## src/rtl/snn_cmp_pkg.sv

```systemverilog
// Shared definitions for the SNN winner-take-all compare tree: mode encodings,
// the tie-break rule and the width-generic compare helper.
package snn_cmp_pkg;

  typedef enum logic {
    MODE_SAMPLE = 1'b0,
    MODE_WINDOW = 1'b1
  } mode_e;

  // Equal values resolve to the left operand, i.e. the lower channel index.
  localparam bit TIE_LEFT_WINS = 1'b1;

  // Widest channel value the helper compares; narrower values are zero-extended.
  localparam int MAX_W = 64;

  function automatic logic left_wins(input logic [MAX_W-1:0] l, input logic [MAX_W-1:0] r);
    return TIE_LEFT_WINS ? (l >= r) : (l > r);
  endfunction

endpackage

```

## src/rtl/argmax_tree_pipe_cmp_node.sv

```systemverilog
// Registered 2-input compare node: forwards the larger {value, bin index} pair,
// the left (lower-channel) pair winning ties.
module cmp_node
  import snn_cmp_pkg::*;
#(
  parameter int p_width = 19,
  parameter int p_lg    = 3
) (
  input  logic               i_clk,
  input  logic               i_rst,
  input  logic [p_width-1:0] i_l_val,
  input  logic [p_lg-1:0]    i_l_bin,
  input  logic [p_width-1:0] i_r_val,
  input  logic [p_lg-1:0]    i_r_bin,
  output logic [p_width-1:0] o_val,
  output logic [p_lg-1:0]    o_bin
);

  logic w_left;

  assign w_left = left_wins(MAX_W'(i_l_val), MAX_W'(i_r_val));

  always_ff @(posedge i_clk or posedge i_rst) begin
    if (i_rst) begin
      o_val <= '0;
      o_bin <= '0;
    end else begin
      o_val <= w_left ? i_l_val : i_r_val;
      o_bin <= w_left ? i_l_bin : i_r_bin;
    end
  end

endmodule

```

## src/rtl/argmax_tree_pipe.sv

```systemverilog
// Pipelined N-input argmax for the SNN output layer: one registered compare level
// per tree level, then an output stage holding the windowed running winner.
module argmax_tree_pipe
  import snn_cmp_pkg::*;
#(
  parameter int p_width = 19,
  parameter int p_n     = 8,
  parameter int p_lg    = $clog2(p_n)
) (
  input  logic                   i_clk,
  input  logic                   i_rst,
  input  logic                   i_valid,
  input  logic                   i_last,
  input  logic                   i_mode,
  input  logic [p_n*p_width-1:0] i_data,
  output logic                   o_valid,
  output logic [p_width-1:0]     o_result,
  output logic [p_n-1:0]         o_index,
  output logic [p_lg-1:0]        o_bin,
  output logic                   o_zero,
  output logic                   o_busy
);

  // Level 0 is the unregistered input; level j holds p_n>>j live nodes.
  logic [p_width-1:0] w_val [0:p_lg][0:p_n-1];
  logic [p_lg-1:0]    w_bin [0:p_lg][0:p_n-1];

  logic [p_lg:1] r_vld;
  logic [p_lg:1] r_last;
  logic [p_lg:1] r_mode;

  logic [p_width-1:0] r_acc_val;
  logic [p_lg-1:0]    r_acc_bin;
  logic               r_acc_full;

  logic [p_width-1:0] w_sel_val;
  logic [p_lg-1:0]    w_sel_bin;
  logic               w_take;
  logic               w_sel_zero;
  logic               w_window;

  for (genvar k = 0; k < p_n; k++) begin : g_leaf
    assign w_val[0][k] = i_data[k*p_width +: p_width];
    assign w_bin[0][k] = p_lg'(k);
  end

  for (genvar j = 1; j <= p_lg; j++) begin : g_lvl
    for (genvar k = 0; k < p_n; k++) begin : g_node
      if (k < (p_n >> j)) begin : g_cmp
        cmp_node #(.p_width(p_width), .p_lg(p_lg)) u_node (
          .i_clk   (i_clk),
          .i_rst   (i_rst),
          .i_l_val (w_val[j-1][2*k]),
          .i_l_bin (w_bin[j-1][2*k]),
          .i_r_val (w_val[j-1][2*k+1]),
          .i_r_bin (w_bin[j-1][2*k+1]),
          .o_val   (w_val[j][k]),
          .o_bin   (w_bin[j][k])
        );
      end else begin : g_pad
        assign w_val[j][k] = '0;
        assign w_bin[j][k] = '0;
      end
    end
  end

  always_ff @(posedge i_clk or posedge i_rst) begin
    if (i_rst) begin
      r_vld  <= '0;
      r_last <= '0;
      r_mode <= '0;
    end else begin
      r_vld[1]  <= i_valid;
      r_last[1] <= i_last;
      r_mode[1] <= i_mode;
      for (int j = 2; j <= p_lg; j++) begin
        r_vld[j]  <= r_vld[j-1];
        r_last[j] <= r_last[j-1];
        r_mode[j] <= r_mode[j-1];
      end
    end
  end

  // Output stage: strict '>' keeps the earliest sample on ties across a window.
  always_comb begin
    w_window   = (r_mode[p_lg] == MODE_WINDOW);
    w_take     = !r_acc_full || (w_val[p_lg][0] > r_acc_val);
    w_sel_val  = w_val[p_lg][0];
    w_sel_bin  = w_bin[p_lg][0];
    if (w_window && !w_take) begin
      w_sel_val = r_acc_val;
      w_sel_bin = r_acc_bin;
    end
    w_sel_zero = (w_sel_val == '0);
  end

  always_ff @(posedge i_clk or posedge i_rst) begin
    if (i_rst) begin
      o_valid    <= 1'b0;
      o_result   <= '0;
      o_index    <= '0;
      o_bin      <= '0;
      o_zero     <= 1'b0;
      r_acc_val  <= '0;
      r_acc_bin  <= '0;
      r_acc_full <= 1'b0;
    end else begin
      o_valid <= 1'b0;
      if (r_vld[p_lg]) begin
        if (!w_window || r_last[p_lg]) begin
          o_valid  <= 1'b1;
          o_result <= w_sel_val;
          o_zero   <= w_sel_zero;
          o_bin    <= w_sel_zero ? '0 : w_sel_bin;
          o_index  <= w_sel_zero ? '0 : (p_n'(1) << w_sel_bin);
        end
        if (w_window) begin
          if (r_last[p_lg]) begin
            r_acc_full <= 1'b0;
          end else begin
            r_acc_full <= 1'b1;
            if (w_take) begin
              r_acc_val <= w_val[p_lg][0];
              r_acc_bin <= w_bin[p_lg][0];
            end
          end
        end
      end
    end
  end

  assign o_busy = r_acc_full;

endmodule

```

## config.mk

```make
export PLATFORM = sky130hd
export DESIGN_NAME = argmax_tree_pipe
export DESIGN_NICKNAME = d
export VERILOG_FILES = /design/src/rtl/snn_cmp_pkg.sv /design/src/rtl/argmax_tree_pipe_cmp_node.sv /design/src/rtl/argmax_tree_pipe.sv
export SDC_FILE = /design/constraint.sdc
export NUM_CORES = 1
export LEC_CHECK = 0
export CORE_ASPECT_RATIO = 1.2
export CORE_UTILIZATION = 55
export DETAILED_ROUTE_END_ITERATION = 10
export HOLD_SLACK_MARGIN = 0.05
export PLACE_DENSITY_LB_ADDON = 0.3
export SYNTH_ARGS = -nofsm -noshare
export SYNTH_HDL_FRONTEND = slang
export SYNTH_HIERARCHICAL = 1
export SYNTH_SLANG_ARGS = --single-unit
```

## constraint.sdc

```tcl
create_clock -name i_clk -period 3.4 [get_ports i_clk]
set_clock_uncertainty 0.1 [all_clocks]
set_input_delay 0.68 -clock i_clk [delete_from_list [all_inputs] [get_ports i_clk]]
set_output_delay 0.68 -clock i_clk [all_outputs]
set_load 0.01 [all_outputs]
```

==> flow_summary.toml <==
[floorplanning]
pin_count = 190
core_um2 = 23200
die-area_um2 = 24300
die_w_um = 143
start_util_pct = 56.2
rows = 61
die_height_um = 171

[placed_design]
routabilityCongestion = 0.905
dp_hpwl_um = 21600
dp.cells = 1622
port_buffers = 189

[detailed_routing]
wl_met1_um = 11200
topRoutingLayerUsed = "met4"
viasPerCell = 5.39
drtAntennaViolNets = 0
drc_errors = 0
drt-pass1-iter-count = 5
wire_per_inst_um = 16.7
drtIter0Drc = 338
wl_um = 27700
dr_wl_met2_um = 14200
routed-wl-met3_um = 1150
num_vias = 8969

[clock_tree]
cts_buffers = 23
postCtsSetupBuffers = 0
cts_sinks = 218
cts-resized-gates = 0
clk_pin_slew_ps = 60
cts_tree = "yes"
htreeDepth = 1
clock_latency_ps = 510
cts.hold.buffers_added = 0
cts.path.max_buffers = 3
root_buffer = "clkbuf_16"

[power]
peakVddDrop_mv = 0.389
p_sw_share_pct = 32.1
power_frac_comb_pct = 35.5
power_leakage_uw = 0.00795
p_seq_share_pct = 37.3
clockPowerShare_pct = 27.2
power.switching_uw = 3390
p_int_uw = 7180
cellPowerDensity_nw_per_um2 = 656

[grt]
track_usage_pct = 23.7
grt_max_degree = 65
grt_pass1_vias = 9331
overflow = 0
grt_pass1_wl_um = 45300
antenna_found_initial = 0

[sta]
period_minus_slack_ps = 2970
rsz0062_at_grt = "false"
max_freq_mhz = 336
totalNegativeSetupSlack_ps = 0
slew_violations = 0
hold_viol = 0
timing.final.setup_violations = 0
tightestPinTransition_ps = 971
maxSlewHeadroom_pct = 35.1
post-route-period-util_pct = 87.5

[layout]
post_route_cells_drive_above_1_share_pct = 18.1
syn_to_final_growth_pct = 23.6
final_cells = 1663
utilization_pct = 69.4
n_antenna_cell = 0
fin_nets = 1641

[synth]
yosysSeqAreaShare_pct = 41.9
netlist_area_um2 = 13000
netlist_instances = 1120
ys_seq_elements = 218
synth.distinct_cells = 43
synth_warnings = 6
avgSynthCellArea_um2 = 11.6

[flow_run]
cap_viol_max_count = 0

[outcome]
run_status = "complete, no violations"

[worst_setup_path]
critPathRequiredTime_ps = 3690
crit_type = "in -> reg"
rrSetupSlack_ps = 430
worstPathArrival_ps = 3270
end_kind = "register"
critical_path.max_fanout = 22
crit_path_start_kind = "input port"

[worst_hold_path]
min_path_type = "reg -> reg"
through the flow:
stage / instance area [um2] / total power, uW / hold WS [ps] / setup slack [ps]
after floorplan: 13100 / 6430 / 231 / 953
after detailed placement: 15200 / 7710 / 239 / -66.4
after global routing: 16100 / 11200 / 257 / 288
after CTS: 16100 / 10600 / 253 / 416
final: 16100 / 10600 / 250 / 425
after global placement: 15200 / 7570 / 232 / -59.1
final timing paths:
kind	from	endpoint	cells after the start
max	i_data[0]	g_lvl[1].g_node[0].g_cmp.u_node/o_val[18]$_DFF_PP0_	9
min	r_vld[2]$_DFF_PP0_	r_vld[3]$_DFF_PP0_	0
max reg2reg	r_acc_val[18]$_DFFE_PP0P_	r_acc_val[17]$_DFFE_PP0P_	9
min reg2reg	r_vld[2]$_DFF_PP0_	r_vld[3]$_DFF_PP0_	0
max in group asynchronous	i_rst	g_lvl[1].g_node[1].g_cmp.u_node/o_val[8]$_DFF_PP0_	2
min in group asynchronous	i_rst	g_lvl[1].g_node[3].g_cmp.u_node/o_bin[2]$_DFF_PP0_	2
metal layers:
metal  global-route usage (%)  vias to the layer above
met5                        0                        -
met4                     10.5                        0
met3                     3.58                       62
met2                     43.3                      221
met1                     27.2                     4343
li1                         -                     4343
worst max-delay path, stage by stage:
cell,delay (ps)
clkdlybuf4s50_1,490
inv_1,60
ha_1,290
nand2b_1,160
nand3_1,100
a211oi_2,70
nor3_1,440
o311a_4,590
mux2_2,380
cell type report:
cell class | instances | area [um2]
clock buffer | 32 | 689
tap | 315 | 394
multi-input combinational | 727 | 6790
clock inverter | 9 | 198
timing repair buffer | 196 | 1960
inverter | 166 | 623
fill | 1725 | 7100
sequential | 218 | 5460
state kept, by name (all words and copies together), names as in the netlist, 8 cells and up:
register                         count
g_lvl.g_node.g_cmp.u_node/o_val    133
r_acc_val                           19
o_index                              8
g_lvl.g_node.g_cmp.u_node/o_bin     21
o_result                            19
cell usage after synthesis:
| cell | number | share of area, % |
|---|---|---|
| nand2b_1 | 16 | 0.77 |
| o211ai_1 | 41 | 2.4 |
| mux2_4 | 140 | 16 |
| and3_1 | 8 | 0.38 |
| o311ai_0 | 9 | 0.61 |
| o22a_1 | 1 | 0.067 |
| o21a_1 | 3 | 0.17 |
| buf_1 | 1 | 0.029 |
| dfrtp_1 | 218 | 42 |
| clkinv_1 | 1 | 0.029 |
| a41oi_2 | 1 | 0.12 |
| mux2_2 | 34 | 2.9 |
| and2_1 | 2 | 0.096 |
| nand3_1 | 33 | 1.3 |
| nor4_2 | 1 | 0.096 |
| buf_2 | 3 | 0.12 |
| nand4_2 | 1 | 0.096 |
| mux2i_1 | 1 | 0.077 |
| nor4_1 | 8 | 0.38 |
| nand2_1 | 77 | 2.2 |
| a21boi_4 | 1 | 0.14 |
| a21o_1 | 22 | 1.3 |
| nand2_2 | 1 | 0.048 |
| o21ai_1 | 3 | 0.12 |
| o21ai_0 | 19 | 0.73 |
| buf_6 | 17 | 1.5 |
| ha_1 | 152 | 15 |
| o221a_2 | 1 | 0.086 |
| mux2_1 | 1 | 0.086 |
| o2111ai_1 | 2 | 0.13 |
| nor3_1 | 15 | 0.58 |
| o311a_4 | 7 | 1.1 |
| nor2_1 | 7 | 0.20 |
| nor2b_1 | 1 | 0.048 |
| inv_1 | 165 | 4.8 |
| and4_1 | 1 | 0.067 |
| clkbuf_1 | 10 | 0.29 |
| a221o_1 | 1 | 0.077 |
| nand4_1 | 18 | 0.86 |
| a21oi_1 | 67 | 2.6 |
| conb_1 | 2 | 0.058 |
| a211oi_2 | 7 | 0.67 |
| a41o_4 | 1 | 0.16 |
layout by cell type (no fill, tap or decap), types with 9 or more instances in the layout:
cell               n
dfrtp_1          218
clkdlybuf4s50_1  189
inv_1            164
ha_1             152
mux2_4           140
nand2_1           77
a21oi_1           67
o211ai_1          41
mux2_2            34
nand3_1           33
conb_1            24
clkbuf_16         23
a21o_1            22
o21ai_0           19
nand4_1           18
nand2b_1          16
nor3_1            15
o311ai_0           9
power by group through the flow:
| stage | clock, uW | combinational, uW | sequential, uW |
|---|---|---|---|
| final | 2870 | 3750 | 3940 |
| after floorplan | 0 | 2630 | 3800 |
| after CTS | 2930 | 3780 | 3930 |
| after detailed placement | 0 | 3740 | 3970 |
| after global routing | 3040 | 4140 | 4030 |
| after global placement | 0 | 3620 | 3950 |
logic make-up after synthesis:
kind of cell               Yosys count  synth area share [%]
DFF                                218                  41.9
buffers and inverters              197                  6.68
and+or+nand+nor                    189                  7.12
AOI/OAI and AO/OA                  186                  10.4
muxes                              176                  19.2
adders and majority gates          152                  14.6
other                                2                0.0576
Power figures use the tool's default switching activity.
